**src/rtl/fu_issue_ctrl.sv**
```systemverilog
// rtl/fu_issue_ctrl.sv - initiator side of the mul/div functional-unit interface
//
// Takes one instruction from reservation-station select, launches it into the
// mul/div unit, waits for completion (or timeout) and holds the result on the
// common data bus until the arbiter grants it.
//
// Ports:
//   clk, rst (sync, active-low), flush
//   iss_*   : issue handshake and operands from the reservation station
//   fu_*    : start strobe, operands and tags to the unit; done/result back
//   cdb_*   : result request, tags, value and error flag; grant from arbiter
//   busy    : block is not idle
module fu_issue_ctrl #(
   parameter int DATA_W  = 32,
   parameter int TAG_W   = 5,
   parameter int TIMEOUT = 64
) (
   input  logic              clk,
   input  logic              rst,
   input  logic              flush,
   input  logic              iss_valid,
   output logic              iss_ready,
   input  logic [DATA_W-1:0] iss_a,
   input  logic [DATA_W-1:0] iss_b,
   input  logic [3:0]        iss_op,
   input  logic [TAG_W-1:0]  iss_rs,
   input  logic [TAG_W-1:0]  iss_rob,
   output logic              fu_data_ready,
   output logic [DATA_W-1:0] fu_x,
   output logic [DATA_W-1:0] fu_y,
   output logic [3:0]        fu_ctrl,
   output logic [TAG_W-1:0]  fu_save_no,
   output logic [TAG_W-1:0]  fu_rd_rob,
   input  logic              fu_done,
   input  logic [DATA_W-1:0] fu_result,
   output logic              cdb_valid,
   input  logic              cdb_grant,
   output logic [TAG_W-1:0]  cdb_rs,
   output logic [TAG_W-1:0]  cdb_rob,
   output logic [DATA_W-1:0] cdb_value,
   output logic              cdb_err,
   output logic              busy
);

   localparam int CNT_W = $clog2(TIMEOUT + 1);

   typedef enum logic [1:0] {
      S_IDLE,
      S_LAUNCH,
      S_WAIT,
      S_BCAST
   } state_t;

   state_t              state_q, state_d;
   logic [DATA_W-1:0]   a_q, a_d;
   logic [DATA_W-1:0]   b_q, b_d;
   logic [3:0]          op_q, op_d;
   logic [TAG_W-1:0]    rs_q, rs_d;
   logic [TAG_W-1:0]    rob_q, rob_d;
   logic [DATA_W-1:0]   value_q, value_d;
   logic                err_q, err_d;
   logic [CNT_W-1:0]    cnt_q, cnt_d;
   logic                accept;
   logic                op_ok;

   always_comb begin
      state_d   = state_q;
      a_d       = a_q;
      b_d       = b_q;
      op_d      = op_q;
      rs_d      = rs_q;
      rob_d     = rob_q;
      value_d   = value_q;
      err_d     = err_q;
      cnt_d     = cnt_q;
      iss_ready = 1'b0;
      op_ok     = (iss_op == 4'b0010) || (iss_op == 4'b0011);

      // A new op may enter from IDLE, or in the grant cycle of a broadcast.
      if (rst) begin
         case (state_q)
            S_IDLE:  iss_ready = !flush;
            S_BCAST: iss_ready = cdb_grant && !flush;
            default: iss_ready = 1'b0;
         endcase
      end
      accept = iss_valid && iss_ready;

      case (state_q)
         S_LAUNCH: begin
            state_d = S_WAIT;
            cnt_d   = '0;
         end
         S_WAIT: begin
            cnt_d = cnt_q + CNT_W'(1);
            // cnt_q == 0 is the first WAIT cycle: the divider's done is still
            // stale-high there, so it is not trusted. Done beats timeout.
            if (fu_done && (cnt_q != '0)) begin
               state_d = S_BCAST;
               value_d = fu_result;
               err_d   = 1'b0;
            end else if (cnt_q == CNT_W'(TIMEOUT - 1)) begin
               state_d = S_BCAST;
               value_d = '0;
               err_d   = 1'b1;
            end
         end
         S_BCAST: begin
            if (cdb_grant) state_d = S_IDLE;
         end
         default: ;
      endcase

      if (accept) begin
         a_d   = iss_a;
         b_d   = iss_b;
         op_d  = iss_op;
         rs_d  = iss_rs;
         rob_d = iss_rob;
         if (op_ok) begin
            state_d = S_LAUNCH;
         end else begin
            // Unsupported opcode never reaches the unit; report it directly.
            state_d = S_BCAST;
            value_d = '0;
            err_d   = 1'b1;
         end
      end

      if (flush) state_d = S_IDLE;
   end

   always_ff @(posedge clk) begin
      if (!rst) begin
         state_q <= S_IDLE;
         a_q     <= '0;
         b_q     <= '0;
         op_q    <= '0;
         rs_q    <= '0;
         rob_q   <= '0;
         value_q <= '0;
         err_q   <= 1'b0;
         cnt_q   <= '0;
      end else begin
         state_q <= state_d;
         a_q     <= a_d;
         b_q     <= b_d;
         op_q    <= op_d;
         rs_q    <= rs_d;
         rob_q   <= rob_d;
         value_q <= value_d;
         err_q   <= err_d;
         cnt_q   <= cnt_d;
      end
   end

   // Operand latches only change on accept, so the unit sees stable inputs
   // for the whole of WAIT and the CDB sees stable tags for the whole of BCAST.
   assign fu_data_ready = (state_q == S_LAUNCH);
   assign fu_x          = a_q;
   assign fu_y          = b_q;
   assign fu_ctrl       = op_q;
   assign fu_save_no    = rs_q;
   assign fu_rd_rob     = rob_q;
   assign cdb_valid     = (state_q == S_BCAST);
   assign cdb_rs        = rs_q;
   assign cdb_rob       = rob_q;
   assign cdb_value     = value_q;
   assign cdb_err       = err_q;
   assign busy          = rst && (state_q != S_IDLE);

endmodule

```
**config.mk**
```make
export PLATFORM = sky130hd
export DESIGN_NAME = fu_issue_ctrl
export DESIGN_NICKNAME = d
export VERILOG_FILES = /design/src/rtl/fu_issue_ctrl.sv
export SDC_FILE = /design/constraint.sdc
export NUM_CORES = 1
export LEC_CHECK = 0
export BUFFER_PORTS_ARGS = -buffer_cell sky130_fd_sc_hd__buf_2
export CAP_MARGIN = 20
export CORE_MARGIN = 3
export CORE_UTILIZATION = 49
export CTS_CLUSTER_DIAMETER = 60
export CTS_CLUSTER_SIZE = 14
export DETAILED_ROUTE_END_ITERATION = 8
export MAX_ROUTING_LAYER = met4
export PLACE_DENSITY = 0.95
export SYNTH_ARGS = -nofsm -noshare
export SYNTH_HDL_FRONTEND = slang
export SYNTH_SLANG_ARGS = --single-unit
```
**constraint.sdc**
```tcl
create_clock -name clk -period 4.1 [get_ports clk]
set_clock_uncertainty 0.1 [all_clocks]
set_input_delay 0.205 -clock clk [delete_from_list [all_inputs] [get_ports clk]]
set_output_delay 0.205 -clock clk [all_outputs]
set_load 0.005 [all_outputs]
```
# Word-level counts from Yosys, hierarchy flattened
# Index checks and enable logic that the tools add are counted.
[op_classes]
n_addsub = 1
eq_ne = 8
mux = 19
n_bitwise = 1
reduce_logical = 13
[op_table]
columns = ["cell", "n"]
rows = [
  ["2-to-1 mux 32 bit", 5],
  ["case mux 7 bit (2 select lines)", 1],
  ["2-to-1 mux 2 bit", 5],
  ["equality test 4 x 2 -> 1 bit, second input constant", 2],
  ["adder 7 x 1 -> 7 bit, second input constant", 1],
  ["equality test 7 x 6 -> 1 bit, second input constant", 1],
  ["nonzero test 7 bit", 1],
  ["2-to-1 mux 1 bit", 6],
  ["case mux 2 bit (3 select lines)", 1],
  ["equality test 2 bit, second input constant", 2],
  ["logical AND 1 bit", 4],
  ["inequality test 4 bit, second input constant", 1],
  ["nonzero test 2 bit", 2],
  ["nonzero test 4 bit", 1],
  ["inequality test 3 x 1 -> 1 bit, second input constant", 1],
  ["AND reduction 3 bit", 1],
  ["equality test 2 x 1 -> 1 bit, second input constant", 1],
  ["logical NOT 2 bit", 1],
  ["case mux 1 bit (2 select lines)", 1],
  ["OR reduction 2 bit", 1],
  ["logical NOT 1 bit", 1],
  ["logical OR 1 bit", 1],
  ["inverter 1 bit", 1],
]
[word_totals]
regBits = 120
input_bits = 116
out_inout_bits = 125
word_cells = 51

# Logic depth before layout (Yosys ltp)
# Gate-level depths: netlist (run 1).
[logic_depth]
word_depth = 7
ltp_mapped = 9
mapped_depth_nobuf = 6

# Worst setup path before layout (run 1)
# Ideal clock, no wire load.
[synth_path]
path_kind = "register to register"
from = "register state_q[0]"
to = "register value_q[10], in the netlist cdb_value[10]"
setup_time_ns = 0.132
arrival_time_ns = 1.895
t_required_ns = 3.868
slack_ns = 1.972
stages_incl_launch_ff = 10
n_path_buf = 3
period_less_slack_ns = 2.128
path_cell_list = "dfxtp_1 inv_1 ha_1 buf_2 and4bb_1 o21a_1 buf_2 a21bo_2 clkbuf_1 a21oi_1"
[synth_between]
elab_chain_len = 5
word_cells_on_any_way = 9
classes_between = "2 x eq/ne; 5 x mux; 2 x reduce/logical"
[synth_rtl]
columns = ["item", "line_no", "text"]
rows = [
  ["start: declaration", "54", "state_t state_q, state_d;"],
  ["start signal: assignment", "145", "state_q <= state_d;"],
  ["equality test 2 bit or logical NOT 2 bit (tied branches)", "81", "case (state_q)"],
  ["case mux 1 bit (2 select lines)", "81", ""],
  ["2-to-1 mux 1 bit", "80", "if (rst) begin"],
  ["logical AND 1 bit", "87", "accept = iss_valid && iss_ready;"],
  ["2-to-1 mux 32 bit *", "114", "if (accept) begin"],
  ["end signal: assignment", "151", "value_q <= value_d;"],
  ["end: declaration", "60", "logic [DATA_W-1:0] value_q, value_d;"],
]
# Every way passes the cells marked *; elsewhere a longest branch is shown, timed or not.
# A chain may end at the register's enable or synchronous reset.

# Worst setup path after layout (run 1)
[layout_path]
from = "register state_q[0]"
to = "register a_q[9], in the netlist fu_x[9]"
[layout_between]
elab_chain_len = 4
word_cells_on_any_way = 5
classes_between = "1 x eq/ne; 2 x mux; 2 x reduce/logical"
[layout_rtl]
columns = ["item", "line_no", "text"]
rows = [
  ["equality test 2 bit or logical NOT 2 bit (tied branches)", "81", ""],
  ["case mux 1 bit (2 select lines) *", "81", ""],
  ["2-to-1 mux 1 bit *", "80", ""],
  ["logical AND 1 bit *", "87", ""],
  ["end signal: assignment", "136", "a_q <= '0;"],
  ["end signal: assignment", "146", "a_q <= a_d;"],
  ["end: declaration", "55", "logic [DATA_W-1:0] a_q, a_d;"],
]
# Marks and branches as above.

==> metrics.md, run 1 <==
| Metric | Value |
|---|---|
| Gate Count Post-Synth | between 500 and 600 |
| Vias per inst | approximately 5.4 |
| Slew Viols, Final | 0 |
| R2R Path Start | state_q[0]$_SDFFE_PP0P_ |
| Least-Margin Pin Slew | ~1100 ps |
| Most frequent cells in the layout | buf_2 (240), nand2_1 (193), dfxtp_1 (120), dlygate4sd3_1 (110), a21boi_1 (71) |
| Syn Nets | between 600 and 700 |
| Num CTS Buffers | 17 |
| PostCTS Resize Cnt | 0 |
| Synth Area in Adders | 0.0184 |
| Crit-path max FO | 61 |
| Die Width | between 100 and 150 µm |
| Reg2Reg Setup Slack | 1080 ps |
| First-pass GRT wire length | a little under 30000 µm |
| Met1 usage | 0.340 |
| Final-report hold violation count | 0 |
| Max Clk Rate | 331 MHz |
| Most common cell after layout, fill and taps aside | buf_2 |
| Synth area leaders | dfxtp_1 (50%), nand2_1 (15%), a21boi_1 (11%) |
| P_sw | 0.762 mW |
| Cell depth of the worst hold path | 4 |
| Fraction of layout cells with a size suffix above 1 | 0.312 |
| Core ar. | slightly above 9000 µm² |
| Worst path required time | roughly 4400 ps |
| LEAKAGE | 3.42 nW |
| Post-synth EDFFs | 0 |
| Part of the power in registers | 0.390 |
| Via count | 5583 |
| P&R area growth vs syn | 60.2% |
| Max-slew headroom | 0.289 |
| CP bufs+invs | 2 |
| Slowest CP cell | buf_4 |
| Post-synthesis simple-gate area fraction | 0.217 |
| Die area | 10900 µm² |
| Initial DRC count | 423 |
| Mux contribution to synthesized area | 0.00210 |
| Post-synthesis cell type count | 39 |
| Power share of the clock group | 0.479 |
| FILL cells | 536 |
| Post-synthesis sequential area ratio | 0.505 |
| DP HPWL | 9400 µm |
| Met2 Usage GRT | 0.619 |
| Syn avg cell area | 8.42 µm² |
| Post-route ant nets | 0 |
| Critical path class | register to register |
| CTS Root Cell | clkbuf_8 |
| Chip Height | 105 µm |
| Max-cap violations | 0 |
| Met3 usage | 0.0834 |
| Crit path time final | 3020 ps |
| Worst hold start | flush |
| Rows | 35 |
| Initial antenna violation count | 0 |
| Clk_lat worst skew | 500 ps |
| Initial Utilization | 0.510 |
| Worst Setup Start Kind | register |
| Synthesized cell area | ~4800 µm² |
| WHS Endpoint | state_q[0]$_SDFFE_PP0P_ |
| RR Endpoint | fu_x[9]$_SDFFE_PN0N_ |
| Count of warnings emitted by yosys | 0 |
| CTS HTree Levels | 4 |
| Comb pwr share | 0.131 |
| Xor/xnor cell area share of the yosys netlist | 0.00920 |
| Hold buffers post-CTS | 110 |
| R2R cell count | 7 |
| Largest net degree at the start of global routing | 84 |
| CTS Sinks | 120 |
| Largest family of logic cells by synthesized area | simple AND/OR/NAND/NOR gates |
| Flops & latches, synth | between 100 and 150 |
| Grt total ovfl | 0 |
| RSZ-0062 raised after global routing | false |
| DRT Pass-1 Iters | 5 |
| Final GP Congestion | around 0.87 |
| Synth area leader | dfxtp_1 |
| Data arrival, critical path | 3340 ps |
| Largest stage delay, worst path | 590 ps |
| Setup Fix Bufs, Post-CTS | 0 |
| PortBufs | 240 |
| Top delay family on crit path | buffers and inverters |
| Internal Power | 2.42 mW |
| Tcrit/Tclk final | 0.736 |
| Top Ports | 241 |
| GRT busiest layer | met2 |
| Sw Ratio | 0.239 |
| Hold crit path type | primary input to register |
| Max clock buf depth | 2 |
| Status | complete, no violations |
| # setup viols final | 0 |
| Final Total Pwr | 3.19 mW |
| Worst setup EP type | register |
| Post-synthesis compound-gate area fraction | 0.190 |
| TNS Setup | 0 ps |
| DRC | 0 |
| Area share of the largest cell type after synthesis | 0.505 |
| Asr flop ratio synth | 0 |
| Vias in the first global route | 5806 |
| Peak supply drop | 0.303 mV |
| Final WL | about 19000 µm |
| CTS clk-pin slew, worst paths | 60 ps |
| CTS tree | built |
| Prevailing post-synth register cell | dfxtp_1 |
| Nets | 1012 |
| Avg WL per Cell | 18.2 µm |
| Crit path cell chain | inv_1 -> ha_1 -> and4bb_1 -> o21a_2 -> buf_4 -> nand2_1 -> a21boi_1 |
| Power density cells | about 420 nW/µm² |
| Total global routing track utilization | 0.348 |
[worst reg2reg max path, cell delays in order, from the launching register on]
cell	delay [ps]
dfxtp_1	380
inv_1	100
ha_1	440
and4bb_1	410
o21a_2	430
buf_4	590
nand2_1	260
a21boi_1	220
[how the worst max path moves through the flow]
stage | from | end | cells after the start
global route | state_q[1]$_SDFFE_PP0P_ | fu_x[9]$_SDFFE_PN0N_ | 7
detailed placement | state_q[0]$_SDFFE_PP0P_ | fu_y[18]$_SDFFE_PN0N_ | 7
floorplan | state_q[0]$_SDFFE_PP0P_ | cdb_value[10]$_SDFF_PN0_ | 9
finish | state_q[0]$_SDFFE_PP0P_ | fu_x[9]$_SDFFE_PN0N_ | 7
CTS | state_q[0]$_SDFFE_PP0P_ | fu_y[18]$_SDFFE_PN0N_ | 7
global placement | state_q[0]$_SDFFE_PP0P_ | state_q[0]$_SDFFE_PP0P_ | 7
[power groups by stage]
stage / Sequential (mW) / Combinational (mW) / Clock (mW)
2_1_floorplan: 1.27 / 0.168 / 0
3_3_place_gp: 1.26 / 0.302 / 0
3_5_place_dp: 1.26 / 0.310 / 0
4_1_cts: 1.24 / 0.392 / 1.53
5_1_grt: 1.25 / 0.448 / 1.59
6_report: 1.24 / 0.417 / 1.52
[flip-flops by register name, summed over array words and instances, names as in the netlist]
signal     cells
state_q        2
cdb_err        1
fu_ctrl        4
fu_x          32
cnt_q          7
cdb_value     32
cdb_rs         5
fu_y          32
cdb_rob        5
[synthesized netlist by cell type, drive strengths merged, types with 2 or more instances]
master    n
inv       5
nand3b    2
nor2b     2
dfxtp   120
a21oi    34
clkbuf   26
o21a      3
nand3    33
nand2   193
xor2      4
o21ai     4
ha        7
nand4     2
a21boi   79
buf      24
nor2      8
[stage by stage]
| step | instances | setup slack, ps | util | hold WS [ps] | instance area, µm² |
|---|---|---|---|---|---|
| final | 1032 | 1080 | 0.817 | 33.8 | 7620 |
| after global routing | 1031 | 918 | 0.817 | 24.6 | 7620 |
| after CTS | 1031 | 1220 | 0.817 | 9.41 | 7620 |
| after detailed placement | 889 | 1240 | 0.634 | 341 | 5910 |
| after global placement | 889 | 1370 | 0.634 | 338 | 5910 |
| after floorplan | 565 | 1970 | - | 240 | 4760 |
[routing by layer]
metal / up-vias / part of all wire
met5: - / 0
met4: 0 / 0.061
met3: 105 / 0.072
met2: 373 / 0.51
met1: 2598 / 0.36
li1: 2507 / -
[cell type report]
type / instances / area, µm² / share of cell area
Timing Repair Buffer: 355 / 2340 / 0.307
Tap cell: 129 / 161 / 0.0212
Clock buffer: 20 / 435 / 0.0571
Inverter: 5 / 18.8 / 0.00246
Clock inverter: 12 / 175 / 0.0230
Antenna cell: 1 / 2.50 / 0.000328
Sequential cell: 120 / 2400 / 0.315
Multi-Input combinational cell: 390 / 2090 / 0.274
[cell families after synthesis]
group | Yosys count
muxes | 1
adders and majority gates | 7
xor gates and xnor gates | 5
buffers and inverters | 55
AOI/OAI and AO/OA | 129
DFF | 120
and+or+nand+nor | 248
Power figures use the tool's default switching activity.
==> run 2, diff against run 1 <==
--- a/config.mk
+++ b/config.mk
@@ -5,15 +5,16 @@
 export SDC_FILE = /design/constraint.sdc
 export NUM_CORES = 1
 export LEC_CHECK = 0
+export ABC_AREA = 1
 export BUFFER_PORTS_ARGS = -buffer_cell sky130_fd_sc_hd__buf_2
 export CAP_MARGIN = 20
 export CORE_MARGIN = 3
-export CORE_UTILIZATION = 49
+export CORE_UTILIZATION = 41
 export CTS_CLUSTER_DIAMETER = 60
 export CTS_CLUSTER_SIZE = 14
 export DETAILED_ROUTE_END_ITERATION = 8
 export MAX_ROUTING_LAYER = met4
-export PLACE_DENSITY = 0.95
+export PLACE_DENSITY = 0.87
 export SYNTH_ARGS = -nofsm -noshare
 export SYNTH_HDL_FRONTEND = slang
 export SYNTH_SLANG_ARGS = --single-unit
==> constraint.sdc (replaced) <==
create_clock -name clk -period 2.7 [get_ports clk]
set_clock_uncertainty 0.1 [all_clocks]
set_input_delay 0.135 -clock clk [delete_from_list [all_inputs] [get_ports clk]]
set_output_delay 0.135 -clock clk [all_outputs]
set_load 0.005 [all_outputs]
==> run 2 against run 1 <==
Net effect:
- sequential share of layout area fell by 0.58 points
- first-iteration DRC count rose by 35%
- clock power rose by 60%
- critical endpoint is now fu_y[12]$_SDFFE_PN0N_
- maximum frequency rose by 32%
- design area rose by 1.9%
- largest power group unchanged
==> metrics.md, run 2 <==
| Metric | Value |
|---|---|
| Clk_lat worst skew | 410 ps (was 500 ps) |
| RR Endpoint | fu_y[12]$_SDFFE_PN0N_ (was fu_x[9]$_SDFFE_PN0N_) |
| Post-DP Area | 5980 µm² (was 5910 µm²) |
| Area share of the largest cell type after synthesis | 0.499 (was 0.505) |
| FILL cells | 773 (was 536) |
| Avg WL per Cell | 16.3 µm (was 18.2 µm) |
| Slowest CP cell | dlygate4sd3_1 (was buf_4) |
| Max Clk Rate | 436 MHz (was 331 MHz) |
| R2R Path Start | state_q[0]$_SDFFE_PP0P_ (unchanged) |
| Largest stage delay, worst path | 580 ps (was 590 ps) |
| Die area | 13100 µm² (was 10900 µm²) |
| Chip Height | 114 µm (was 105 µm) |
| Post-synthesis sequential area ratio | 0.499 (was 0.505) |
| Worst Setup Start Kind | register (unchanged) |
| # setup viols final | 0 (unchanged) |
| CTS Root Cell | clkbuf_16 (was clkbuf_8) |
| Status | complete, no violations (unchanged) |
| Max clock buf depth | 2 (unchanged) |
| Total global routing track utilization | 0.279 (was 0.348) |
| Largest family of logic cells by synthesized area | simple AND/OR/NAND/NOR gates (unchanged) |
| Post-synthesis cell type count | 28 (was 39) |
| Most common cell after layout, fill and taps aside | buf_2 (unchanged) |
| Max-cap violations | 0 (unchanged) |
| Initial antenna violation count | 0 (unchanged) |
| TNS Setup | 0 ps (unchanged) |
| Prevailing post-synth register cell | dfxtp_1 (unchanged) |
| Crit-path max FO | 17 (was 61) |
| Count of warnings emitted by yosys | 0 (unchanged) |
| Reg2Reg Setup Slack | 410 ps (was 1080 ps) |
| WHS Endpoint | state_q[0]$_SDFFE_PP0P_ (unchanged) |
| CTS HTree Levels | 4 (unchanged) |
| Data arrival, critical path | 2530 ps (was 3340 ps) |
| Setup Fix Bufs, Post-CTS | 0 (unchanged) |
| Crit path cell chain | inv_1 -> ha_1 -> nor2_8 -> nand3_1 -> dlygate4sd3_1 -> a21oi_1 (was inv_1 -> ha_1 -> and4bb_1 -> o21a_2 -> buf_4 -> nand2_1 -> a21boi_1) |
| Synth Area in Adders | 0.0182 (was 0.0184) |
| Fin cells | 1079 (was 1032) |
| Worst path required time | 2940 ps (was 4430 ps) |
| Final WL | 17600 µm (was 18800 µm) |
| Slew Viols, Final | 0 (unchanged) |
| Stages on worst setup path | 6 (was 7) |
| Synth area leader | dfxtp_1 (unchanged) |
| Via count | 5659 (was 5583) |
| Hold crit path type | primary input to register (unchanged) |
| DRC | 0 (unchanged) |
| Peak supply drop | 0.450 mV (was 0.303 mV) |
| Asr flop ratio synth | 0 (unchanged) |
| Cell depth of the worst hold path | 6 (was 4) |
| Worst hold start | flush (unchanged) |
| CTS Sinks | 120 (unchanged) |
| Final-report hold violation count | 0 (unchanged) |
| Inst Count DP | 933 (was 889) |
| Synthesized cell area | 4810 µm² (was 4760 µm²) |
| DRT Pass-1 Iters | 6 (was 5) |
| Flops & latches, synth | 120 (unchanged) |
| Worst setup EP type | register (unchanged) |
| Mux contribution to synthesized area | 0 (was 0.00210) |
| Final Total Pwr | 4.88 mW (was 3.19 mW) |
| Most frequent cells in the layout | buf_2 (240), nand2_1 (126), dfxtp_1 (120), dlygate4sd3_1 (114) (was buf_2 (240), nand2_1 (193), dfxtp_1 (120), dlygate4sd3_1 (110), a21boi_1 (71)) |
| Synth area leaders | dfxtp_1 (50%), a21oi_1 (11%), nand3_1 (11%) (was dfxtp_1 (50%), nand2_1 (15%), a21boi_1 (11%)) |
| Vias per inst | 5.24 (was 5.41) |
| Gate Count Post-Synth | 598 (was 565) |
| Critical path class | register to register (unchanged) |
| First-pass GRT wire length | 28000 µm (was 29400 µm) |
| CTS clk-pin slew, worst paths | 50 ps (was 60 ps) |
| Max-slew headroom | 0.366 (was 0.289) |
| Fraction of layout cells with a size suffix above 1 | 0.328 (was 0.312) |
| Final Core Density | 0.695 (was 0.817) |
| Xor/xnor cell area share of the yosys netlist | 0 (was 0.00920) |
| Most frequent cells after synthesis | nand2_1 (126), dfxtp_1 (120), a21oi_1 (107), nand3_1 (107), buf_2 (23) (was nand2_1 (193), dfxtp_1 (120), a21boi_1 (71)) |
| Post-route ant nets | 0 (unchanged) |
| Power density cells | 629 nW/µm² (was 418 nW/µm²) |
| Vias in the first global route | 5702 (was 5806) |
| CP bufs+invs | 2 (unchanged) |
| Largest net degree at the start of global routing | 75 (was 84) |
| Core ar. | 11200 µm² (was 9330 µm²) |
| Grt total ovfl | 0 (unchanged) |
| RSZ-0062 raised after global routing | false (unchanged) |
| PortBufs | 240 (unchanged) |
| Tcrit/Tclk final | 0.849 (was 0.736) |
| CTS tree | built (unchanged) |
| DP HPWL | 9440 µm (was 9400 µm) |
| Syn avg cell area | 8.05 µm² (was 8.42 µm²) |
| Pre-CTS WS | 595 ps (was 1240 ps) |
| Ant diodes | 0 (was 1) |
| Post-synth EDFFs | 0 (unchanged) |
| Multi-input logic area | 2010 µm² (was 2090 µm²) |
| Post-synthesis compound-gate area fraction | 0.138 (was 0.190) |
| Initial DRC count | 571 (was 423) |
| Die Width | 114 µm (was 105 µm) |
| Top Ports | 241 (unchanged) |
| LEAKAGE | 3.46 nW (was 3.42 nW) |
| Final Cell Area | 7770 µm² (was 7620 µm²) |
| Num CTS Buffers | 17 (unchanged) |
| Count leader, synth | nand2_1 (unchanged) |
| Nets | 1049 (was 1012) |
| Least-Margin Pin Slew | 950 ps (was 1060 ps) |
| Reg area | 2400 µm² (unchanged) |
| P&R area growth vs syn | 61.4% (was 60.2%) |
| Crit path time final | 2290 ps (was 3020 ps) |
| Initial Utilization | 0.431 (was 0.510) |
| Rows | 38 (was 35) |
| R2R cell count | 6 (was 7) |
| Fin Hold WS | 44.8 ps (was 33.8 ps) |
| Setup ws final | 407 ps (was 1080 ps) |
| Top delay family on crit path | buffers and inverters (unchanged) |
| Syn Nets | 721 (was 688) |
| Post-synthesis simple-gate area fraction | 0.262 (was 0.217) |
| Final GP Congestion | 0.818 (was 0.872) |
## run 2: how the worst max path moves through the flow
stage / from / endpoint / slack, ps
after floorplan: state_q[0]$_SDFFE_PP0P_ / state_q[1]$_SDFFE_PP0P_ / 930
after detailed placement: state_q[1]$_SDFFE_PP0P_ / fu_x[23]$_SDFFE_PN0N_ / 590
final: state_q[0]$_SDFFE_PP0P_ / fu_y[12]$_SDFFE_PN0N_ / 410
after CTS: state_q[0]$_SDFFE_PP0P_ / fu_y[14]$_SDFFE_PN0N_ / 420
after global placement: state_q[1]$_SDFFE_PP0P_ / fu_y[31]$_SDFFE_PN0N_ / 650
after global routing: state_q[1]$_SDFFE_PP0P_ / fu_y[12]$_SDFFE_PN0N_ / 190
## run 2: cell families after synthesis
family                   count (synthesis)
AND/OR/NAND/NOR                        268
adder cells (fa/ha/maj)                  7
buffers and inverters                   79
flip-flops                             120
AO/OA/AOI/OAI                          124
## run 2: layer usage
layer | track usage | up-vias | share of wire
met5 | - | - | 0
met4 | 0.154 | 0 | 0.044
met3 | 0.0793 | 75 | 0.092
met2 | 0.464 | 359 | 0.50
met1 | 0.300 | 2570 | 0.37
li1 | - | 2655 | -
## run 2: power breakdown
part | leakage [nW] | switching, mW | internal [mW]
combinational | 2.18 | 0.296 | 0.288
clock | 0.313 | 0.770 | 1.66
sequential | 0.971 | 0.0354 | 1.83
total | 3.46 | 1.10 | 3.78
## run 2: timing repair
action	4_1_cts	5_1_grt
resized for setup	0	0
hold buffers	114	0
hold endpoints to repair	110	0
setup endpoints to repair	0	0
## run 2: worst min-delay path: cells and delay by family
family / cells / cell delay [ps]
buffers and inverters: 3 / 160
and+or+nand+nor: 3 / 200
## run 2: final cells by class
| cell class | count | area share |
|---|---|---|
| Timing Repair Buffer | 365 | 0.315 |
| Sequential cell | 120 | 0.309 |
| Multi-Input combinational cell | 399 | 0.259 |
| Clock buffer | 25 | 0.0651 |
| Tap cell | 140 | 0.0226 |
| Clock inverter | 7 | 0.0177 |
| Inverter | 23 | 0.0111 |
